==> config.mk <==
export PLATFORM = sky130hd
export DESIGN_NAME = exc_sequencer
export DESIGN_NICKNAME = d
export VERILOG_FILES = /design/src/rtl/exc_pkg.sv /design/src/rtl/irq_sync.sv /design/src/rtl/exc_sequencer.sv
export SDC_FILE = /design/constraint.sdc
export NUM_CORES = 1
export LEC_CHECK = 0
export CELL_PAD_IN_SITES_DETAIL_PLACEMENT = 2
export CELL_PAD_IN_SITES_GLOBAL_PLACEMENT = 2
export CORE_MARGIN = 1
export CORE_UTILIZATION = 22
export DETAILED_ROUTE_END_ITERATION = 10
export GPL_TIMING_DRIVEN = 0
export PLACE_DENSITY = 0.9
export SETUP_SLACK_MARGIN = 0.2
export SYNTH_ARGS = -nofsm -noshare
export SYNTH_HDL_FRONTEND = slang
export SYNTH_SLANG_ARGS = --single-unit
==> constraint.sdc <==
create_clock -name clk -period 2.7 [get_ports clk]
set_input_delay 0.27 -clock clk [delete_from_list [all_inputs] [get_ports clk]]
set_output_delay 0.27 -clock clk [all_outputs]
set_load 0.01 [all_outputs]
==> src/rtl/exc_pkg.sv <==
// Shared CP0 address map, exception codes and sequencer state encoding.
// Used by exc_sequencer; the optional timer is controlled by EXC_TIMER_EN.
package exc_pkg;

  typedef enum logic [1:0] {
    RUN     = 2'd0,
    HANDLER = 2'd1,
    HALT    = 2'd2
  } state_t;

  localparam logic [4:0] CP0_COUNT   = 5'd9;
  localparam logic [4:0] CP0_COMPARE = 5'd11;
  localparam logic [4:0] CP0_SR      = 5'd12;
  localparam logic [4:0] CP0_CAUSE   = 5'd13;
  localparam logic [4:0] CP0_EPC     = 5'd14;

  localparam logic [4:0] EXC_INT = 5'd0;
  localparam logic [4:0] EXC_SYS = 5'd8;
  localparam logic [4:0] EXC_RI  = 5'd10;
  localparam logic [4:0] EXC_OV  = 5'd12;

  // Fixed priority: interrupt > reserved instruction > overflow > syscall.
  function automatic logic [4:0] exc_code(input logic int_p, input logic ri, input logic ov);
    if (int_p)   return EXC_INT;
    else if (ri) return EXC_RI;
    else if (ov) return EXC_OV;
    else         return EXC_SYS;
  endfunction

endpackage

==> src/rtl/irq_sync.sv <==
// Two-flop synchronizer for level interrupt requests arriving asynchronously to clk.
module irq_sync #(
  parameter int WIDTH = 1
) (
  input  logic             clk,
  input  logic             rst,
  input  logic [WIDTH-1:0] d,
  output logic [WIDTH-1:0] q
);

  logic [WIDTH-1:0] meta;

  always_ff @(posedge clk or posedge rst) begin
    if (rst) begin
      meta <= '0;
      q    <= '0;
    end else begin
      meta <= d;
      q    <= meta;
    end
  end

endmodule

==> src/rtl/exc_sequencer.sv <==
// Exception/interrupt sequencer with a minimal CP0 (SR, Cause, EPC) and RUN/HANDLER/HALT FSM.
// Define EXC_TIMER_EN to add the Count/Compare timer interrupt on IP[15].
module exc_sequencer
  import exc_pkg::*;
#(
  parameter logic [31:0] EXC_VECTOR = 32'h00000800,
  parameter int          NUM_IRQ    = 6
) (
  input  logic               clk,
  input  logic               rst,
  input  logic [31:0]        pc_cur,
  input  logic [NUM_IRQ-1:0] irq,
  input  logic               exc_sys,
  input  logic               exc_ri,
  input  logic               exc_ov,
  input  logic               is_eret,
  input  logic               cp0_we,
  input  logic [4:0]         cp0_addr,
  input  logic [31:0]        cp0_wdata,
  output logic [31:0]        cp0_rdata,
  output logic               has_exp,
  output logic [31:0]        epc,
  output logic [31:0]        exc_vec,
  output logic               eret_go,
  output logic               halted
);

  state_t             state;
  logic [5:0]         im;
  logic               ie;
  logic [4:0]         exc_code_q;
  logic [31:0]        epc_q;
  logic [NUM_IRQ-1:0] irq_s;
  logic [5:0]         ip;
  logic               sync_exc;
  logic               int_p;
  logic               take;
  logic               exl;

  irq_sync #(.WIDTH(NUM_IRQ)) u_irq_sync (
    .clk (clk),
    .rst (rst),
    .d   (irq),
    .q   (irq_s)
  );

`ifdef EXC_TIMER_EN
  logic [31:0] count_q;
  logic [31:0] compare_q;
  logic        timer_pend;

  // A Compare write wins over a match on the same edge so software can always clear.
  always_ff @(posedge clk or posedge rst) begin
    if (rst) begin
      count_q    <= '0;
      compare_q  <= '0;
      timer_pend <= 1'b0;
    end else begin
      if (cp0_we && cp0_addr == CP0_COUNT) count_q <= cp0_wdata;
      else                                 count_q <= count_q + 32'd1;
      if (cp0_we && cp0_addr == CP0_COMPARE) begin
        compare_q  <= cp0_wdata;
        timer_pend <= 1'b0;
      end else if (count_q == compare_q) begin
        timer_pend <= 1'b1;
      end
    end
  end
`endif

  always_comb begin
    ip = '0;
    for (int i = 0; i < NUM_IRQ; i++) ip[i] = irq_s[i];
`ifdef EXC_TIMER_EN
    ip[5] = ip[5] | timer_pend;
`endif
  end

  assign exl      = (state == HANDLER);
  assign sync_exc = exc_ri | exc_ov | exc_sys;
  assign int_p    = ie & (|(ip & im));
  assign take     = (state == RUN) & (sync_exc | int_p);

  assign has_exp  = take & ~rst;
  assign eret_go  = exl & is_eret & ~sync_exc & ~rst;
  assign halted   = (state == HALT);
  assign epc      = epc_q;
  assign exc_vec  = EXC_VECTOR;

  always_ff @(posedge clk or posedge rst) begin
    if (rst) begin
      state      <= RUN;
      im         <= '0;
      ie         <= 1'b0;
      exc_code_q <= '0;
      epc_q      <= '0;
    end else begin
      if (cp0_we && cp0_addr == CP0_SR) begin
        im <= cp0_wdata[15:10];
        ie <= cp0_wdata[0];
      end
      // Exception capture overrides a same-cycle MTC0 to EPC.
      if (take) begin
        epc_q      <= pc_cur;
        exc_code_q <= exc_code(int_p, exc_ri, exc_ov);
      end else if (cp0_we && cp0_addr == CP0_EPC) begin
        epc_q <= cp0_wdata;
      end
      case (state)
        RUN:     if (take) state <= HANDLER;
        HANDLER: begin
          if (sync_exc)     state <= HALT;
          else if (is_eret) state <= RUN;
        end
        HALT:    state <= HALT;
        default: state <= RUN;
      endcase
    end
  end

  always_comb begin
    cp0_rdata = '0;
    case (cp0_addr)
      CP0_SR:      cp0_rdata = {16'b0, im, 8'b0, exl, ie};
      CP0_CAUSE:   cp0_rdata = {16'b0, ip, 3'b0, exc_code_q, 2'b0};
      CP0_EPC:     cp0_rdata = epc_q;
`ifdef EXC_TIMER_EN
      CP0_COUNT:   cp0_rdata = count_q;
      CP0_COMPARE: cp0_rdata = compare_q;
`endif
      default:     cp0_rdata = '0;
    endcase
  end

endmodule
# ---- Yosys cells after proc, flatten, opt, wreduce, memory -nomap -nowiden
# Cells that the tools add are included.
dict set report word_totals {
  rom_bits 0
  ramBits 0
  output_inout_bits 99
  latchBits 0
  n_memories 0
  ff_bits 58
  wordCells 42
}
dict set report classes {
  mux 10
  bitwise 12
  eq_ne 7
  order_cmp 0
  shifts 0
  n_reduce_logical 6
  div_mod_pow 0
  n_addsub 0
  multipliers 0
}
# cell n
set op_table {}
lappend op_table {{case mux 32 bit (3 select lines)} 1}
lappend op_table {{two-way mux 32 bit} 2}
lappend op_table {{equality test 5 x 4 -> 1 bit, second input constant} 3}
lappend op_table {{bitwise AND 1 bit} 6}
lappend op_table {{bitwise AND 6 bit} 1}
lappend op_table {{two-way mux 2 bit} 3}
lappend op_table {{two-way mux 3 bit} 2}
lappend op_table {{case mux 2 bit (3 select lines)} 1}
lappend op_table {{OR reduction 6 bit} 1}
lappend op_table {{two-way mux 4 bit} 1}
lappend op_table {{inequality test 3 bit, second input constant} 1}
lappend op_table {{bitwise OR 1 bit} 3}
lappend op_table {{equality test 2 x 1 -> 1 bit, second input constant} 1}
lappend op_table {{equality test 2 bit, second input constant} 1}
lappend op_table {{logical AND 1 bit} 2}
lappend op_table {{zero test 2 bit} 1}
lappend op_table {{inequality test 2 bit, second input constant} 1}
lappend op_table {{inverter 1 bit} 2}
lappend op_table {{AND reduction 2 bit} 1}
lappend op_table {{nonzero test 2 bit} 1}

# ---- Logic depth before layout (Yosys ltp)
# Gate-level depths: netlist of run 1.
dict set report depth {
  word_depth 7
  depth_mapped 5
  depth_no_buf 4
}

# ---- By module
# From an unflattened synthesis of run 1, not the netlist that was laid out.
dict set report hier_totals {
  cells_unflattened 238
  area_unflattened_um2 2969.1
}
# mod seq_area_each_um2 n_inst cells_each area_each_um2
set modules_own_cells {}
lappend modules_own_cells {exc_sequencer 1101.1 1 225 2665.1}
lappend modules_own_cells {irq_sync 300.3 1 13 304.0}

# ---- Worst setup path after synthesis of run 1
# OpenSTA, ideal clock, no wires.
dict set report synth_timing {
  path_type {register to register}
  from {reg im[5]}
  to {reg epc_q[15] (netlist: epc[15])}
  setup_time_ns 0.125
  t_arrival_ns 1.760
  n_path_buf 1
  required_ns 2.575
  period_less_slack_ns 1.885
  setup_slack_ns 0.815
  stages_incl_launch_ff 6
  path_cell_list {dfrtp_1 > a22oi_1 > a31oi_1 > o41ai_4 > buf_6 > mux2_2}
}
dict set report synth_between {
  elab_chain_len 6
  elab_cells_between_ends 7
  cone_classes {1 x mux; 4 x bitwise; 2 x reduce/logical}
}
# element line_no
set synth_rtl {}
lappend synth_rtl {{start, declared} exc_sequencer.sv:29} ;# logic [5:0] im;
lappend synth_rtl {{start signal, assigned} exc_sequencer.sv:99} ;# im <= cp0_wdata[15:10];
lappend synth_rtl {{bitwise AND 6 bit *} exc_sequencer.sv:81} ;# assign int_p = ie & (|(ip & im));
lappend synth_rtl {{OR reduction 6 bit *} exc_sequencer.sv:81}
lappend synth_rtl {{bitwise AND 1 bit *} exc_sequencer.sv:81}
lappend synth_rtl {{bitwise OR 1 bit *} exc_sequencer.sv:82} ;# assign take = (state == RUN) & (sync_exc | int_p);
lappend synth_rtl {{bitwise AND 1 bit *} exc_sequencer.sv:82}
lappend synth_rtl {{two-way mux 32 bit / nonzero test 2 bit (equally long branches)} -}
lappend synth_rtl {{end signal, assigned} exc_sequencer.sv:104} ;# epc_q <= pc_cur;
lappend synth_rtl {{end signal, assigned} exc_sequencer.sv:107} ;# epc_q <= cp0_wdata;
lappend synth_rtl {{end, declared} exc_sequencer.sv:32} ;# logic [31:0] epc_q;
# Mark *: on every way between the ends. The rest lies on a longest branch, timed or not.
# A chain may end at the register's enable or synchronous reset.

# ---- Worst setup path in the final report of run 1
dict set report layout_timing {
  from {in cp0_addr[3]}
  to {out cp0_rdata[25]}
}
dict set report layout_between {
  elab_chain_len 2
  elab_cells_between_ends 4
  cone_classes {3 x eq/ne; 1 x mux}
}
# element line_no
set layout_rtl {}
lappend layout_rtl {{start, declared} exc_sequencer.sv:18} ;# input logic [4:0] cp0_addr,
lappend layout_rtl {{equality test 5 x 4 -> 1 bit} exc_sequencer.sv:123} ;# case (cp0_addr)
lappend layout_rtl {{case mux 32 bit (3 select lines) *} exc_sequencer.sv:123}
lappend layout_rtl {{end, declared} exc_sequencer.sv:20} ;# output logic [31:0] cp0_rdata,
# Marked as above.

==> impl_metrics.csv, run 1 <==
group,metric,value,unit
outcome,outcome,"complete, no violations",
logic_synthesis,ys.flop_type,"dfrtp_1",
logic_synthesis,synth_top_cell_by_area,"dfrtp_1",
clock_network,cts_max_path_buffers,2,
worst_setup_path,arrival,2.15,ns
global_route,grt_pass1_vias,2921,
placement,dp.cells,598,
final_layout,drive_above_1_share,31.7,%
worst_setup_path,path_max_fanout,10,
detailed_routing,ant_nets,0,
logic_synthesis,synth_cell_types,29,
global_route,antenna_found_initial,0,
clock_network,cts.reportedPaths.clkPinSlew,0.08,ns
timing,fin_crit,2.42,ns
timing,hold_viol,0,
timing,worst_slew_pin_slew,0.596,ns
placement,post-dp-hpwl,8.35,mm
detailed_routing,routed_via_density,4.18,
timing,slew_headroom,60.0,%
run,drv_cap,0,
logic_synthesis,yosysSeqAreaShare,47.0,%
placement,gp_congestion,0.721,
final_layout,nFillCells,1404,
floorplanning,num_io_pins,181,
worst_setup_path,worst_ep_required_time,2.43,ns
logic_synthesis,yosys_register_bits,56,
floorplanning,die-area,14000,um2
worst_setup_path,path_class,"primary input to primary output",
final_layout,nets,519,
floorplanning,design.core.area,13200,um2
timing,setup_viol,0,
timing,rsz0062_at_grt,"yes",
final_layout,layout.cells.non_filler,614,
logic_synthesis,synthArstFlopShare,100,%
logic_synthesis,yosys-top-cells-area,"dfrtp_1 (47%), mux2_2 (26%), buf_4 (8.1%)",
final_layout,diodes,0,
logic_synthesis,synth_edf_count,0,
global_route,grt_start_max_net_pins,37,
worst_setup_path,end_kind,"primary output",
timing,skew,0.00339,ns
logic_synthesis,synthesis.area,2980,um2
clock_network,htreeDepth,2,
clock_network,cts_made_buffers,5,
logic_synthesis,yosysTopAreaCellShare,47.0,%
timing,fin_crit_sh,89.8,%
global_route,grt_first_pass_wirelength,16.8,mm
detailed_routing,dr.pass1.iters,4,
detailed_routing,first_iter_violations,58,
power,power_density,776,nW/um2
clock_network,clock_sinks,56,
floorplanning,start_util,22.5,%
floorplanning,rows,42,
clock_network,ctsRootBufferMaster,"clkbuf_16",
power,vdd_ir_drop_max,0.389,mV
global_route,track_usage,15.9,%
clock_network,cts_tree,"done",
floorplanning,die_h,118,um
power,total_power,4010,uW
timing,maxSlewViolCount,0,
timing,max_freq,0.412,GHz
logic_synthesis,avgSynthCellArea,12.3,um2
worst_setup_path,start_kind,"primary input",
logic_synthesis,netlist_instances,243,
power,leakage,0.00233,uW
logic_synthesis,ys_top_cells_by_count,"mux2_2 (69), dfrtp_1 (56), buf_4 (32)",
logic_synthesis,synth.most_common_cell,"mux2_2",
final_layout,area_delta_synth_final,73.2,%
detailed_routing,routed_wl,11.0,mm
clock_network,holdBufCountCts,0,
placement,io_buffers,148,
global_route,grt_overflow,0,
logic_synthesis,synth_warnings,0,
detailed_routing,vias,2569,
clock_network,insertion_delay,0.30,ns
detailed_routing,wire_per_inst,17.9,um
worst_hold_path,hp-class,"flip-flop to flip-flop",
floorplanning,die_w,118,um
detailed_routing,drc,0,
==> metrics by stage <==
stage	worst slack (ns)	area [um2]	util, %	setup TNS [ns]	hold WS (ns)
floorplan	0.815	3100	-	0	0.301
global placement	-0.703	4800	36.2	-32.29	0.333
detailed placement	-0.838	4820	36.4	-25.16	0.336
CTS	0.145	5110	38.6	0	0.354
global route	0.181	5160	39.0	0	0.361
finish	0.275	5160	39.0	0	0.351
==> cells by family (layout without fill, tap and decap cells) <==
kind of cell / Yosys count / in the layout / synth area share, %
and+or+nand+nor: 48 / 48 / 9.19
buffers and inverters: 45 / 210 / 10.6
AOI/OAI and AO/OA: 21 / 21 / 6.21
other: 2 / 32 / 0.252
DFF: 56 / 56 / 47.0
muxes: 71 / 71 / 26.8
==> routing by layer <==
layer | track usage, % | part of all wire, % | up-vias
met3 | 5.02 | 7.5 | 6
met4 | 3.32 | 0.91 | 0
met2 | 30.0 | 54 | 110
met5 | 0 | 0 | -
met1 | 17.3 | 37 | 1281
li1 | - | - | 1172
==> state kept, by name, summed over array words and instances (netlist names) <==
signal and count:
exc_code_q 3, ie 1, u_irq_sync.meta 6, epc 32, state 2, im 6
u_irq_sync.q 6
==> cell type report <==
| cell class | count | area [um2] | area share, % |
|---|---|---|---|
| Buffer | 41 | 323 | 6.25 |
| Multi-Input combinational cell | 172 | 1450 | 28.1 |
| Timing Repair Buffer | 157 | 1600 | 31.1 |
| Sequential cell | 56 | 1400 | 27.1 |
| Clock buffer | 5 | 125 | 2.42 |
| Clock inverter | 3 | 22.5 | 0.436 |
| Inverter | 4 | 15.0 | 0.291 |
| Tap cell | 176 | 220 | 4.26 |
==> power by group <==
group,switching [uW],internal [uW]
clock network,341,349
registers,252,1160
logic,704,1210
total,1300,2710
==> final timing paths <==
check	startpoint	endpoint	slack, ns	depth (start not counted)
min in group asynchronous	rst	state[1]	0.39	2
max in group asynchronous	rst	epc[15]	1.72	3
setup reg to reg	u_irq_sync.q[1]	epc[14]	0.58	7
hold / removal	u_irq_sync.meta[3]	u_irq_sync.q[3]	0.35	0
hold reg to reg	u_irq_sync.meta[3]	u_irq_sync.q[3]	0.35	0
setup / recovery	cp0_addr[3]	cp0_rdata[25]	0.28	7
==> worst max-delay path, stage by stage <==
cell             delay, ns
clkdlybuf4s50_1       0.51
nand2_4               0.10
nor4b_4               0.27
buf_6                 0.16
buf_6                 0.15
and2_1                0.15
clkdlybuf4s50_1       0.55
==> what timing repair did <==
action,CTS,global route
setup endpoints to repair,34,62
setup buffers,8,0
pin swaps,6,2
hold endpoints to repair,0,0
resized for setup,16,19
==> cell usage in the layout (no fill, tap or decap), types with 5 or more instances in the layout <==
cell type and count:
a22o_1 5, a22oi_1 6, and2_1 21, buf_4 37, buf_6 8, clkbuf_16 5
clkdlybuf4s50_1 139, conb_1 32, dfrtp_1 56, dlymetal6s2s_1 9, mux2_2 69, nand2_1 13
No activity file was read; power rests on OpenSTA's default activity.
==> run 2, diff against run 1 <==
- ABC_AREA: unset -> 1
- CORE_UTILIZATION: 22 -> 20
- CTS_CLUSTER_DIAMETER: unset -> 100
==> run 2 against run 1 <==
Effect of this change:
- highest routed layer unchanged
- critical path type unchanged
- core utilization is 6.0 points lower
- die area is 24% higher
- sequential power is 4% higher
- fmax is 2.3% higher
- first-iteration DRC count is 21% higher
==> impl_metrics.csv, run 2 <==
group,metric,value,unit
outcome,outcome,"complete, no violations",
timing,tns,0,ns
power,power_density,816,nW/um2
placement,post-dp-hpwl,11.2,mm
logic_synthesis,synth_warnings,0,
global_route,grt_first_pass_wirelength,22.1,mm
detailed_routing,vias,3683,
clock_network,cts.reportedPaths.clkPinSlew,0.08,ns
placement,gp_congestion,0.755,
worst_setup_path,end_kind,"primary output",
clock_network,cts_resized,8,
timing,fin_crit,2.37,ns
logic_synthesis,synthesis.area,3390,um2
final_layout,area_delta_synth_final,61.4,%
clock_network,holdBufCountCts,0,
clock_network,htreeDepth,2,
worst_setup_path,cp_slowest_cell,"clkdlybuf4s50_1",
power,vdd_ir_drop_max,0.293,mV
logic_synthesis,synth.most_common_cell,"nand2_1",
clock_network,cts_tree,"done",
global_route,grt_pass1_vias,4154,
power,leakage,0.00287,uW
run,drv_cap,0,
detailed_routing,ant_nets,0,
detailed_routing,first_iter_violations,70,
clock_network,cts_max_path_buffers,2,
timing,worst_slew_pin_slew,0.510,ns
global_route,track_usage,16.4,%
clock_network,insertion_delay,0.31,ns
floorplanning,num_io_pins,181,
detailed_routing,routed_via_density,4.18,
final_layout,layout.cells.non_filler,882,
final_layout,utilization,33.0,%
power,total_power,4460,uW
placement,dp.cells,874,
timing,fin_crit_sh,87.8,%
final_layout,mostFrequentLayoutCells,"nand2_1 (167), clkdlybuf4s50_1 (141), inv_1 (67)",
timing,hold_viol,0,
final_layout,diodes,0,
worst_hold_path,hp-class,"primary input to async pin",
clock_network,post_cts_buffers,0,
global_route,grt_overflow,0,
global_route,grt_start_max_net_pins,38,
logic_synthesis,yosys_register_bits,56,
worst_setup_path,start_kind,"primary input",
timing,setup_viol,0,
clock_network,ctsRootBufferMaster,"clkbuf_16",
worst_setup_path,slowest_delay,0.56,ns
timing,skew,0.0112,ns
logic_synthesis,ys.flop_type,"dfrtp_1",
final_layout,nets,743,
global_route,antenna_found_initial,0,
placement,io_buffers,148,
worst_setup_path,arrival,2.10,ns
floorplanning,design.core.area,16600,um2
timing,max_freq,0.422,GHz
worst_setup_path,worst_ep_required_time,2.43,ns
detailed_routing,dr.pass1.iters,4,
logic_synthesis,synth_cell_types,27,
worst_setup_path,path_max_fanout,10,
logic_synthesis,synth_edf_count,0,
clock_network,clock_sinks,56,
floorplanning,die_w,132,um
timing,rsz0062_at_grt,"yes",
worst_setup_path,path_cells,"clkdlybuf4s50_1 -> nand2_1 -> nor2_4 -> nand2_4 -> inv_1 -> buf_4 -> a22o_1 -> clkdlybuf4s50_1",
logic_synthesis,yosysSeqAreaShare,41.4,%
timing,slew_headroom,66.0,%
logic_synthesis,avgSynthCellArea,7.13,um2
logic_synthesis,synthArstFlopShare,100,%
floorplanning,die_h,132,um
logic_synthesis,yosysTopAreaCellShare,41.4,%
floorplanning,start_util,20.4,%
logic_synthesis,ys_top_cells_by_count,"nand2_1 (167), inv_1 (68), dfrtp_1 (56)",
floorplanning,rows,47,
detailed_routing,drc,0,
floorplanning,die-area,17500,um2
final_layout,drive_above_1_share,12.7,%
worst_setup_path,crit_top_cell,"clkdlybuf4s50_1",
timing,maxSlewViolCount,0,
detailed_routing,routed_wl,14.0,mm
worst_setup_path,path_class,"primary input to primary output",
final_layout,final_common_cell,"nand2_1",
final_layout,nFillCells,2007,
logic_synthesis,synth_top_cell_by_area,"dfrtp_1",
final_layout,largest_reg_flops,32,
logic_synthesis,netlist_instances,475,
logic_synthesis,yosys-top-cells-area,"dfrtp_1 (41%), nand2_1 (19%), nand3_1 (8.1%)",
clock_network,cts_made_buffers,5,
detailed_routing,wire_per_inst,15.8,um
==> run 2: changes by cell type after synthesis, moves of 3 or more <==
cell,previous run,this run
a22oi_1,9,0
o21ai_0,1,8
mux2_2,69,0
o211ai_1,0,6
inv_1,4,68
nor2_2,0,3
nor2_1,3,26
o21ai_1,0,3
and2_1,21,0
nand3_2,0,10
nand3_1,1,55
buf_4,32,36
nand2_1,14,167
buf_2,3,12
==> run 2: area by class of cell <==
cell class                      count  area, um2  area share [%]
Buffer                             55        385            7.05
Clock inverter                      3       25.0           0.458
Inverter                           70        268            4.90
Tap cell                          220        275            5.03
Timing Repair Buffer              149       1520            27.7
Clock buffer                        5        125            2.29
Multi-Input combinational cell    324       1470            26.9
Sequential cell                    56       1400            25.6
==> run 2: through the flow <==
step / area, um2 / hold WS (ns) / setup WS (ns)
after floorplan: 3500 / 0.301 / 0.534
after global placement: 5260 / 0.333 / -1.03
after global routing: 5470 / 0.323 / 0.159
after detailed placement: 5280 / 0.342 / 0.0549
final: 5470 / 0.301 / 0.330
after CTS: 5440 / 0.313 / 0.215
==> run 2: path summary, 6_finish.rpt <==
| check | startpoint | end | slack (ns) | depth (start not counted) |
|---|---|---|---|---|
| min in group clk | u_irq_sync.meta[4] | u_irq_sync.q[4] | 0.36 | 0 |
| min | rst | epc[5] | 0.30 | 2 |
| max in group asynchronous | rst | epc[21] | 1.92 | 3 |
| min reg2reg | u_irq_sync.meta[4] | u_irq_sync.q[4] | 0.36 | 0 |
| max | cp0_addr[3] | cp0_rdata[3] | 0.33 | 8 |
| max reg2reg | state[0] | epc[13] | 1.02 | 5 |
==> run 2: logic make-up (layout without fill, tap and decap cells) <==
kind of cell | count (synthesis) | in the layout | share of synthesized area, %
AOI/OAI and AO/OA | 22 | 22 | 4.17
buffers and inverters | 125 | 282 | 18.8
and+or+nand+nor | 270 | 270 | 35.4
other | 2 | 32 | 0.222
DFF | 56 | 56 | 41.4
==> run 2: per-layer routing <==
metal / vias to the layer above / wire [um] / track usage [%]
li1: 1748 / - / -
met1: 1808 / 5720 / 19.3
met2: 114 / 7240 / 30.1
met3: 13 / 778 / 2.88
met4: 0 / 233 / 5.17
met5: - / 0 / 0
==> run 2: critical path: cells and delay by family <==
family                 cells  cell delay, ns
AOI/OAI and AO/OA          1            0.17
buffers and inverters      4            1.33
and+or+nand+nor            3            0.33
==> run 2: power breakdown <==
part / internal (uW) / switching (uW) / total [uW]
clock network: 353 / 353 / 705
logic: 1070 / 1230 / 2300
registers: 1170 / 287 / 1460
total: 2590 / 1870 / 4460
